**src/rtl/piso_shift_tx_if.sv**
```systemverilog
// Load handshake and serial output bundle for piso_shift_tx.
// master = word producer / serial consumer, slave = the transmitter.
interface piso_shift_tx_if #(
   parameter int unsigned WIDTH = 8
);
   logic             load_valid;
   logic [WIDTH-1:0] load_data;
   logic             load_ready;
   logic             sout;
   logic             sout_valid;
   logic             busy;
   logic             done;

   modport master (
      output load_valid, load_data,
      input  load_ready, sout, sout_valid, busy, done
   );

   modport slave (
      input  load_valid, load_data,
      output load_ready, sout, sout_valid, busy, done
   );
endinterface

```
**src/rtl/piso_shift_tx.sv**
```systemverilog
// Parallel-in/serial-out transmitter, MSB first, with zero-gap back-to-back frames.
// Optional even-parity trailer bit enabled by defining PISO_SHIFT_TX_PARITY_EN.
module piso_shift_tx #(
   parameter int unsigned WIDTH      = 8,
   parameter logic        IDLE_LEVEL = 1'b0
) (
   input  logic          clock,
   input  logic          rst_n,
   piso_shift_tx_if.slave bus
);
   localparam int unsigned   CW   = (WIDTH > 1) ? $clog2(WIDTH) : 1;
   localparam logic [CW-1:0] LAST = CW'(WIDTH - 1);

`ifdef PISO_SHIFT_TX_PARITY_EN
   typedef enum logic [1:0] {IDLE, SHIFT, PARITY} state_e;
   logic par_q;
`else
   typedef enum logic {IDLE, SHIFT} state_e;
`endif

   state_e           state_q;
   logic [WIDTH-1:0] shreg_q;
   logic [CW-1:0]    cnt_q;
   logic             done_q;
   logic             last_bit;
   logic             ready;
   logic             accept;
   logic             sout_c;
   logic             valid_c;

   always_comb begin
      last_bit = (state_q == SHIFT) && (cnt_q == LAST);
`ifdef PISO_SHIFT_TX_PARITY_EN
      ready    = (state_q == IDLE) || (state_q == PARITY);
`else
      ready    = (state_q == IDLE) || last_bit;
`endif
      accept   = bus.load_valid && ready;
   end

   always_comb begin
      sout_c  = IDLE_LEVEL;
      valid_c = 1'b0;
      case (state_q)
         SHIFT: begin
            sout_c  = shreg_q[WIDTH-1];
            valid_c = 1'b1;
         end
`ifdef PISO_SHIFT_TX_PARITY_EN
         PARITY: begin
            sout_c  = par_q;
            valid_c = 1'b1;
         end
`endif
         default: ;
      endcase
   end

   // A reload on the frame's exit edge overrides the shift and keeps state in SHIFT.
   always_ff @(posedge clock or negedge rst_n) begin
      if (!rst_n) begin
         state_q <= IDLE;
         shreg_q <= '0;
         cnt_q   <= '0;
         done_q  <= 1'b0;
`ifdef PISO_SHIFT_TX_PARITY_EN
         par_q   <= 1'b0;
`endif
      end else begin
         done_q <= 1'b0;
         case (state_q)
            IDLE: begin
               if (accept) begin
                  shreg_q <= bus.load_data;
                  cnt_q   <= '0;
                  state_q <= SHIFT;
`ifdef PISO_SHIFT_TX_PARITY_EN
                  par_q   <= ^bus.load_data;
`endif
               end
            end
            SHIFT: begin
               shreg_q <= shreg_q << 1;
               if (!last_bit) begin
                  cnt_q <= cnt_q + CW'(1);
               end else begin
                  cnt_q <= '0;
`ifdef PISO_SHIFT_TX_PARITY_EN
                  state_q <= PARITY;
`else
                  done_q <= 1'b1;
                  if (accept) begin
                     shreg_q <= bus.load_data;
                  end else begin
                     state_q <= IDLE;
                  end
`endif
               end
            end
`ifdef PISO_SHIFT_TX_PARITY_EN
            PARITY: begin
               done_q <= 1'b1;
               cnt_q  <= '0;
               if (accept) begin
                  shreg_q <= bus.load_data;
                  par_q   <= ^bus.load_data;
                  state_q <= SHIFT;
               end else begin
                  state_q <= IDLE;
               end
            end
`endif
            default: state_q <= IDLE;
         endcase
      end
   end

   assign bus.load_ready = ready;
   assign bus.sout       = sout_c;
   assign bus.sout_valid = valid_c;
   assign bus.busy       = (state_q != IDLE);
   assign bus.done       = done_q;
endmodule

```
**src/flat_wrapper.sv**
```systemverilog
// flat-port wrapper written by rule: the top's interface ports become plain ports
module piso_shift_tx_flat 
#(
   parameter int unsigned WIDTH      = 8,
   parameter logic        IDLE_LEVEL = 1'b0
)
  (clock, rst_n, bus_load_valid, bus_load_data, bus_load_ready, bus_sout, bus_sout_valid, bus_busy, bus_done);
  piso_shift_tx_if #(.WIDTH(WIDTH)) bus_i ();
  input  logic clock;
  input  logic rst_n;
  input wire logic [$bits(bus_i.load_valid)-1:0] bus_load_valid;
  input wire logic [$bits(bus_i.load_data)-1:0] bus_load_data;
  output wire logic [$bits(bus_i.load_ready)-1:0] bus_load_ready;
  output wire logic [$bits(bus_i.sout)-1:0] bus_sout;
  output wire logic [$bits(bus_i.sout_valid)-1:0] bus_sout_valid;
  output wire logic [$bits(bus_i.busy)-1:0] bus_busy;
  output wire logic [$bits(bus_i.done)-1:0] bus_done;
  assign bus_i.load_valid = bus_load_valid;
  assign bus_i.load_data = bus_load_data;
  assign bus_load_ready = bus_i.load_ready;
  assign bus_sout = bus_i.sout;
  assign bus_sout_valid = bus_i.sout_valid;
  assign bus_busy = bus_i.busy;
  assign bus_done = bus_i.done;
  piso_shift_tx #(.WIDTH(WIDTH), .IDLE_LEVEL(IDLE_LEVEL)) u_core (.clock(clock), .rst_n(rst_n), .bus(bus_i));
endmodule
```
**config.mk**
```make
export PLATFORM = sky130hd
export DESIGN_NAME = piso_shift_tx_flat
export DESIGN_NICKNAME = d
export VERILOG_FILES = /design/src/rtl/piso_shift_tx_if.sv /design/src/rtl/piso_shift_tx.sv /design/src/flat_wrapper.sv
export SDC_FILE = /design/constraint.sdc
export NUM_CORES = 1
export LEC_CHECK = 0
export CAP_MARGIN = 20
export CORE_MARGIN = 2
export CORE_UTILIZATION = 50
export DETAILED_ROUTE_END_ITERATION = 6
export DONT_BUFFER_PORTS = 1
export PLACE_DENSITY = 0.63
export REMOVE_ABC_BUFFERS = 1
export SYNTH_ARGS = -nofsm -noshare
export SYNTH_HDL_FRONTEND = slang
export SYNTH_SLANG_ARGS = --single-unit
```
**constraint.sdc**
```tcl
create_clock -name clock -period 2.15 [get_ports clock]
set_input_delay 0.3225 -clock clock [delete_from_list [all_inputs] [get_ports clock]]
set_output_delay 0.3225 -clock clock [all_outputs]
set_load 0.02 [all_outputs]
```
* Word level (Yosys, flattened, before mapping) *
Index checks and enable logic that the tools add are counted.

word-level totals
  input port bits = 11
  flip-flop bits (word level) = 13
  memories kept = 0
  bits in writable memories = 0
  output and inout port bits = 5
  logic and storage cells = 25
  bits in latches = 0
  ROM bits = 0

operators by class
  reductions and logical operators = 3
  equality and inequality tests = 2
  bitwise gates (word level) = 1
  shifts and indexed selects = 0
  order comparisons = 0
  $add $sub $neg = 1
  $mul = 0
  muxes and demuxes = 14
  div/mod/pow operators = 0

operators with widths
  operator                                                          number
  8-bit 2-to-1 mux                                                  3
  8-bit one-hot mux with 2 select lines                             1
  1-bit 2-to-1 mux                                                  6
  3-bit 2-to-1 mux                                                  2
  3-bit one-hot mux with 2 select lines                             1
  3-bit by 1-bit adder with 3-bit output (second input constant)    1
  3-bit equality test (second input constant)                       1
  1-bit logical AND                                                 2
  2-bit by 1-bit != test with 1-bit output (second input constant)  1
  1-bit one-hot mux with 2 select lines                             1
  1-bit logical OR                                                  1
  1-bit inverter                                                    1

* Longest topological paths before layout *
Gate-level depths: netlist of run 1.

  depth in word-level cells = 7
  mapped depth = 6
  depth with buffers taken out = 5

* Least setup slack after synthesis of run 1 *
OpenSTA, ideal clock, no wires.

  path type = flip-flop to output port
  start = register u_core.cnt_q[0]
  end = output port bus_load_ready
  data required time = 1,827 ps
  arrival time = 1,086 ps
  buffers on the path = 0
  slack = 742 ps
  cell stages (with the launch flop) = 5
  cells stage by stage = dfrtp_1 -> ha_1 -> ha_1 -> and2b_4 -> inv_1

between the ends
  cells in the longest elaborated chain, start to end = 3

RTL lines
  what                    RTL line             RTL
  from (decl)             piso_shift_tx.sv:23  logic [CW-1:0] cnt_q;
  from (signal assigned)  piso_shift_tx.sv:85  cnt_q <= cnt_q + CW'(1);
  3-bit equality test     piso_shift_tx.sv:32  last_bit = (state_q == SHIFT) && (cnt_q == LAST);
  1-bit logical AND       piso_shift_tx.sv:32
  1-bit logical OR        piso_shift_tx.sv:36  ready = (state_q == IDLE) || last_bit;
  to (decl)               flat_wrapper.sv:13   output wire logic [$bits(bus_i.load_ready)-1:0] bus_load_ready;

No other way between the ends.

* Worst setup path in the final report of run 1 *
Ends and elaborated chain as after synthesis.

==> reports/results.txt, run 1 <==
Tot Pwr = 0.844 mW
Sw frac = 35.7%
GRT Util Overall = 14.4%
Yosys top cell by area = dfrtp_1
Setup TNS = 0 ns
Most frequent cells after synthesis = dfrtp_1, o21ai_1, mux2i_1
HPWL after DPL = 794 um
Count leader, synth = dfrtp_1
Clock Latency Late Sink = 0.28 ns
Num ports = 16
DRT Pass-1 Iters = 2
IO buf count = 0
Util after Layout = 54.0%
Die span in y = 41.6 um
CP Launch Type = register
Power Internal = 0.542 mW
Max transition margin = 61.2%
EDFF count, synth = 0
Max Slew Vio Count = 0
TritonCTS clock tree = yes
Yosys top cell area share = 45.9%
Post-synthesis instance total = 63
Seq pwr share = 47.0%
Overflow after GRT = 0
Sequential Area = 325 sq um
CP required = 1.83 ns
Vias post-DR = 459
Sw Pwr = 0.301 mW
Top FF cell, synth = dfrtp_1
Fillers = 112
Worst Max-Slew Pin Slew = 0.579 ns
Min Tclk post-route = 1.93 ns
Unrepaired setup endpoints after global routing = no
#FFs+latches synth = 13
Die X = 41.6 um
Pin count of the biggest net entering global routing = 20
Starting DRT DRC Count = 6
Clk sinks = 13
Mean Syn Cell Area = 11.2 sq um
Worst Path Max Fanout = 11
Row cnt = 13
Die Area = 0.00173 sq mm
Ratio of cells with drive above 1 in the final layout = 23.8%
Outcome = finished, final reports clean
Area of the multi-input gates = 319 sq um
Core ar. = 0.00132 sq mm
PwrDens = 1190 mW/mm^2
Post-synth ARST share = 100%
Mapped Area = 708 sq um
Seq/Total Area, Yosys = 45.9%
Final number of setup-violating endpoints = 0
Synth area leaders = dfrtp_1, mux2i_1, and3_2, o21ai_1, a31oi_1
Maximum clock frequency = 519 MHz
Initial antenna violation count = 0
Post-CTS Repair Setup Buffers = 0
Post_cts resized = 0
Peak VDD IR = 0.698 mV
Power share of the clock group = 18.4%
RePlAce Congestion = 0.677
Hold WS = 0.156 ns
WL/cell = 14.7 um
Layout area overhead = 0.530%
Critical path type = register to output port
Combinational fraction of design power = 34.6%
# Max-Cap Violations = 0
DRC violations left = 0
Drt total wl = 1140 um
Initial Utilization = 53.8%
Final Hold Fails = 0
ANT cells = 0
CTS clock-pin slew for the worst setup and hold paths = 0.09 ns
Via-to-Cell Ratio = 5.88
Crit path DAT = 1.60 ns
CTS Buffer Depth = 2
Num CTS Buffers = 3
Library cells used by synthesis = 19
Setup crit end kind = output port
Leakage = 0.344 nW
Ys Warns = 0
Vias in the first global route = 425
Final net count = 77
Setup Skew = 0.00553 ns
First-pass GRT wire length = 1880 um
CTS Hold Buffers Added = 1
H-tree depth = 1
Period utilization = 89.6%
Hold WC Path Type = input port to register
Routed Antenna Nets = 0
Root buffer cell = clkbuf_4
cell families (layout without fill, tap and decap cells):
logic type | after synthesis | count (layout) | share of synthesized area (%)
compound gates | 18 | 18 | 15.0
mux | 8 | 8 | 11.3
buf+inv | 7 | 7 | 9.01
flops | 13 | 13 | 45.9
fa+ha+maj | 2 | 2 | 3.53
simple gates | 15 | 15 | 15.2
path summary, 6_finish.rpt:
kind | cells after the start | from | slack (ns) | end
setup / recovery | 4 | u_core.cnt_q[0] | 0.22 | bus_load_ready
hold / removal | 1 | bus_load_valid | 0.16 | u_core.bus.busy
setup reg to reg | 5 | u_core.cnt_q[0] | 0.61 | u_core.cnt_q[0]
hold reg to reg | 1 | u_core.cnt_q[0] | 0.50 | u_core.cnt_q[0]
max in group asynchronous | 1 | rst_n | 1.30 | u_core.shreg_q[5]
min in group asynchronous | 1 | rst_n | 0.47 | u_core.cnt_q[1]
state kept, by name, summed over array words and instances (netlist names):
signal and count:
u_core.cnt_q 3, u_core.bus.busy 1, u_core.bus.done 1, u_core.shreg_q 8
metrics by stage:
step | cells | setup WS [ns] | area (sq um)
2_1_floorplan | 57 | 0.614 | 648
3_3_place_gp | 73 | 0.565 | 674
3_5_place_dp | 73 | 0.530 | 674
4_1_cts | 78 | 0.203 | 712
5_1_grt | 78 | 0.140 | 712
6_report | 78 | 0.224 | 712
power by group through the flow:
stage | Clock (mW) | Combinational (mW) | Sequential (mW)
finish | 0.155 | 0.292 | 0.396
detailed placement | 0 | 0.290 | 0.401
floorplan | 0 | 0.220 | 0.410
global placement | 0 | 0.281 | 0.401
global route | 0.171 | 0.327 | 0.407
CTS | 0.161 | 0.297 | 0.396
per-layer routing:
| metal | up-vias | track usage, % | wire, um |
|---|---|---|---|
| met5 | - | 0 | 0 |
| met3 | 4 | 3.48 | 66 |
| met4 | 0 | 9.68 | 21 |
| met2 | 11 | 18.8 | 491 |
| li1 | 228 | - | - |
| met1 | 216 | 20.7 | 563 |
placed cells by master (no fill, tap or decap), drive strengths merged:
| master | n |
|---|---|
| dfrtp | 13 |
| o21ai | 9 |
| mux2i | 8 |
| and3 | 7 |
| a31oi | 7 |
| clkbuf | 3 |
| and2 | 2 |
| a22o | 2 |
| ha | 2 |
| nand2 | 2 |
| and2b | 1 |
| inv | 1 |
| nand2b | 1 |
| nand3 | 1 |
| nor2 | 1 |
| clkinv | 1 |
| dlygate4sd3 | 1 |
| buf | 1 |
final cells by class:
class | instances | share of cell area [%]
clock buffer | 3 | 3.16
clock inverter | 1 | 0.703
inverter | 1 | 0.527
multi-input combinational | 43 | 44.8
sequential | 13 | 45.7
tap | 15 | 2.64
timing repair buffer | 2 | 2.46
critical path: stages (launching register included):
cell and delay (ns):
dfrtp_1 0.41, ha_1 0.21, ha_1 0.29, and2b_4 0.30
inv_1 0.12
Power figures use the tool's default switching activity.
==> run 2, diff against run 1 <==
Clock period 2.15 ns to 1.94 ns, I/O delays scaled along.
==> reports/results.txt, run 2 (same netlist as run 1, synthesis figures left out) <==
Peak VDD IR = 0.734 mV
Drt total wl = 1140 um
Num CTS Buffers = 3
Critical Path Sink = bus_load_ready
Setup Skew = 0.00216 ns
Unrepaired setup endpoints after global routing = no
CP startpoint = u_core.cnt_q[0]
H-tree depth = 1
Final Hold Fails = 0
Row cnt = 13
GRT Util Overall = 14.7%
Die Area = 0.00173 sq mm
Initial Utilization = 53.8%
Max Slew Vio Count = 0
DRC violations left = 0
Pin count of the biggest net entering global routing = 20
Routed Antenna Nets = 0
FF-to-FF setup slack = 0.49 ns
Root buffer cell = clkbuf_4
Final net count = 77
ANT cells = 0
Min Tclk post-route = 1.81 ns
Outcome = finished, final reports clean
Worst Path Max Fanout = 11
Critical path type = register to output port
TritonCTS clock tree = yes
DRT Pass-1 Iters = 3
Largest regs = u_core.shreg_q: 8 flops, u_core.cnt_q: 3 flops
Maximum clock frequency = 554 MHz
Cells on worst reg2reg path = 5
HPWL after DPL = 798 um
Crit path DAT = 1.51 ns
R2R Path End = u_core.cnt_q[0]
# Max-Cap Violations = 0
Leakage = 0.339 nW
Max reg flops = 8
Period utilization = 93.1%
Vias post-DR = 455
Setup crit end kind = output port
Starting DRT DRC Count = 6
CP Launch Type = register
Layout area overhead = 0.707%
PwrDens = 1310 mW/mm^2
RePlAce Congestion = 0.676
Initial antenna violation count = 0
Largest Register = u_core.shreg_q
Hold WC Path Type = input port to register
Via-to-Cell Ratio = 5.83
Commonest non-fill, non-tap cell in the layout = dfrtp_1
CTS clock-pin slew for the worst setup and hold paths = 0.08 ns
Clock Latency Late Sink = 0.28 ns
CTS Buffer Depth = 2
Core ar. = 0.00132 sq mm
Fillers = 121
WL/cell = 14.7 um
Dpl cells = 73
Clk sinks = 13
Ratio of cells with drive above 1 in the final layout = 23.8%
Final Non-Filler Cells = 78
Hold WS = 0.115 ns
Reg2reg start = u_core.cnt_q[0]
Worst Max-Slew Pin Slew = 0.587 ns
Die X = 41.6 um
Max transition margin = 60.7%
CP required = 1.65 ns
Overflow after GRT = 0
Num ports = 16
Final number of setup-violating endpoints = 0
IO buf count = 0
Setup TNS = 0 ns
Vias in the first global route = 435
Die span in y = 41.6 um
Most frequent cells in the layout = dfrtp_1, o21ai_1, mux2i_1
First-pass GRT wire length = 1910 um
run 2: cell types whose count changed in the layout (fill, tap and decap cells not counted):
cell / previous run / this run
clkbuf_1: 0 / 1
clkinv_2: 1 / 0
ha_1: 2 / 1
ha_2: 0 / 1
run 2: worst min path at each step:
stage                               from               to  slack [ns]  cells past startpoint
after floorplan                    rst_n  u_core.bus.busy      -0.005                      0
after global placement             rst_n  u_core.cnt_q[1]      -0.004                      0
after detailed placement           rst_n  u_core.cnt_q[1]      -0.004                      0
after CTS                 bus_load_valid  u_core.bus.busy        0.11                      1
after global routing      bus_load_valid  u_core.bus.busy        0.10                      1
final                     bus_load_valid  u_core.bus.busy        0.11                      1
run 2: final cells by class:
cell class	instances	area, sq um	share of cell area, %
repair buffers	2	17.5	2.46
clock buffers	4	26.3	3.68
well taps	15	18.8	2.63
inverters	1	3.75	0.526
multi-input cells	43	322	45.1
flip-flops and latches	13	325	45.6
run 2: routing by layer:
metal	global-route usage [%]	wire length [um]
met1	20.4	581
met5	0	0
met4	9.68	30
met3	3.48	76
met2	20.3	454
run 2: critical path, stage by stage (launching register included):
cell     delay (ns)
dfrtp_1        0.40
ha_1           0.21
ha_2           0.23
and2b_4        0.27
inv_1          0.12
run 2: through the flow:
stage               util [%]  total power, mW  cell area [sq um]  setup slack, ns
finish                  54.1            0.937                713            0.134
global route            54.1             1.02                713           0.0492
floorplan                  -            0.699                648            0.436
detailed placement      51.2            0.767                674            0.346
global placement        51.2            0.756                674            0.388
CTS                     53.9            0.945                711           0.0352
run 2: what timing repair did:
action / in CTS / in global routing
setup buffers: 0 / 0
hold endpoints to repair: 13 / 0
hold buffers: 1 / 0
setup endpoints to repair: 0 / 1
resized for setup: 0 / 1
run 2: power breakdown:
group	switching, mW	internal (mW)	total (mW)
Sequential	0.0712	0.370	0.441
Clock	0.0887	0.0798	0.169
Combinational	0.170	0.158	0.328
Total	0.330	0.608	0.937
==> run 3, diff against run 2 <==
Settings changed: CELL_PAD_IN_SITES_DETAIL_PLACEMENT from default to 1, CELL_PAD_IN_SITES_GLOBAL_PLACEMENT from default to 2, CORE_UTILIZATION 50 to 37, PLACE_DENSITY 0.63 to 0.71.
==> reports/results.txt, run 3 (same netlist as run 1, synthesis figures left out) <==
Outcome = finished, final reports clean
Met3 WL = 110 um
Slowest CP cell = dfrtp_1
Sw Pwr = 0.332 mW
Routed Antenna Nets = 0
Crit path DAT = 1.52 ns
Vias in the first global route = 451
IO buf count = 0
Ratio of cells with drive above 1 in the final layout = 23.8%
H-tree depth = 1
CP Launch Type = register
Setup TNS = 0 ns
Largest regs = u_core.shreg_q: 8 flops, u_core.cnt_q: 3 flops
Layout area overhead = 2.47%
HPWL after DPL = 926 um
RePlAce Congestion = 0.698
Max transition margin = 61.3%
GRT Util Overall = 13.7%
Clk sinks = 13
FF-to-FF setup slack = 0.47 ns
Fillers = 213
Maximum clock frequency = 551 MHz
Seq pwr share = 47.3%
Max Slew Vio Count = 0
Power share of the clock group = 17.3%
CP required = 1.65 ns
Initial antenna violation count = 0
Hold WC Path Type = input port to register
Critical Path Sink = bus_load_ready
Power Internal = 0.610 mW
CTS Buffer Depth = 2
Row cnt = 15
ANT cells = 0
Leakage = 0.339 nW
WL met2 = 561 um
Hold WS = 0.128 ns
Die span in y = 47.8 um
DRT Pass-1 Iters = 4
CP startpoint = u_core.cnt_q[0]
WL/cell = 15.1 um
Largest Register = u_core.shreg_q
Unrepaired setup endpoints after global routing = no
DRT met1 WL = 637 um
DRC violations left = 0
Cells on worst reg2reg path = 5
Worst path bufs/invs = 1
Overflow after GRT = 0
Initial Utilization = 40.1%
Stages on the worst setup path = 4
Final Hold Fails = 0
Setup Skew = 0.000797 ns
Combinational fraction of design power = 35.4%
Most frequent cells in the layout = dfrtp_1, o21ai_1, mux2i_1
Via-to-Cell Ratio = 5.30
Post-CTS Repair Setup Buffers = 0
Setup crit end kind = output port
Starting DRT DRC Count = 2
Num CTS Buffers = 3
# Max-Cap Violations = 0
Die Area = 0.00228 sq mm
Commonest non-fill, non-tap cell in the layout = dfrtp_1
Vias post-DR = 466
TritonCTS clock tree = yes
Top routing layer used = met4
Min Tclk post-route = 1.82 ns
Max reg flops = 8
Num ports = 16
Worst Path Max Fanout = 11
Drt total wl = 1330 um
Max stage delay on crit path = 0.40 ns
Sw frac = 35.2%
Pin count of the biggest net entering global routing = 20
Critical-path cell list = ha_1 > ha_2 > and2b_4 > inv_1
Clock Latency Late Sink = 0.27 ns
CTS clock-pin slew for the worst setup and hold paths = 0.07 ns
Cell family with most CP delay = adder cells
Final net count = 77
Period utilization = 93.6%
PwrDens = 1300 mW/mm^2
Worst Max-Slew Pin Slew = 0.578 ns
Root buffer cell = clkbuf_4
Critical path type = register to output port
Final number of setup-violating endpoints = 0
Reg2reg start = u_core.cnt_q[0]
R2R Path End = u_core.cnt_q[0]
Peak VDD IR = 0.640 mV
First-pass GRT wire length = 2100 um
Core ar. = 0.00176 sq mm
Die X = 47.8 um
[run 3: per-layer routing]
metal / vias to the layer above / GRT usage, %
li1: 228 / -
met1: 220 / 18.1
met2: 16 / 19.5
met3: 2 / 6.42
met4: 0 / 4.86
met5: - / 0
[run 3: final cells by class]
class	count	area, sq um	share of cell area, %
inverters	1	3.75	0.517
multi-input cells	43	322	44.3
well taps	25	31.3	4.31
clock buffers	4	26.3	3.62
flip-flops and latches	13	325	44.8
repair buffers	2	17.5	2.41
[run 3: how the worst min path moves through the flow]
stage	startpoint	endpoint	slack, ns	cells past startpoint
after floorplan	rst_n	u_core.bus.busy	-0.005	0
after global placement	rst_n	u_core.cnt_q[0]	-0.004	0
after detailed placement	rst_n	u_core.cnt_q[0]	-0.004	0
after CTS	bus_load_valid	u_core.bus.busy	0.12	1
after global routing	bus_load_valid	u_core.bus.busy	0.12	1
final	bus_load_valid	u_core.bus.busy	0.13	1
[run 3: metrics by stage]
| stage | instances | util, % | worst slack (ns) | power [mW] | instance area, sq um |
|---|---|---|---|---|---|
| floorplan | 57 | - | 0.436 | 0.699 | 648 |
| global placement | 83 | 38.9 | 0.381 | 0.760 | 687 |
| detailed placement | 83 | 38.9 | 0.334 | 0.780 | 687 |
| CTS | 88 | 41.0 | 0.0205 | 0.955 | 723 |
| global route | 88 | 41.1 | 0.0331 | 1.03 | 726 |
| finish | 88 | 41.1 | 0.124 | 0.942 | 726 |
[run 3: timing repair]
| action | CTS | global route |
|---|---|---|
| gates resized for setup | 0 | 1 |
| hold buffers | 1 | 0 |
| hold endpoints to repair | 13 | 0 |
| setup endpoints to repair | 0 | 1 |
[run 3: power by group through the flow]
stage | logic, mW | clock network (mW) | registers [mW]
floorplan | 0.244 | 0 | 0.455
global placement | 0.313 | 0 | 0.447
detailed placement | 0.329 | 0 | 0.450
CTS | 0.336 | 0.173 | 0.446
global route | 0.384 | 0.187 | 0.462
finish | 0.333 | 0.163 | 0.445
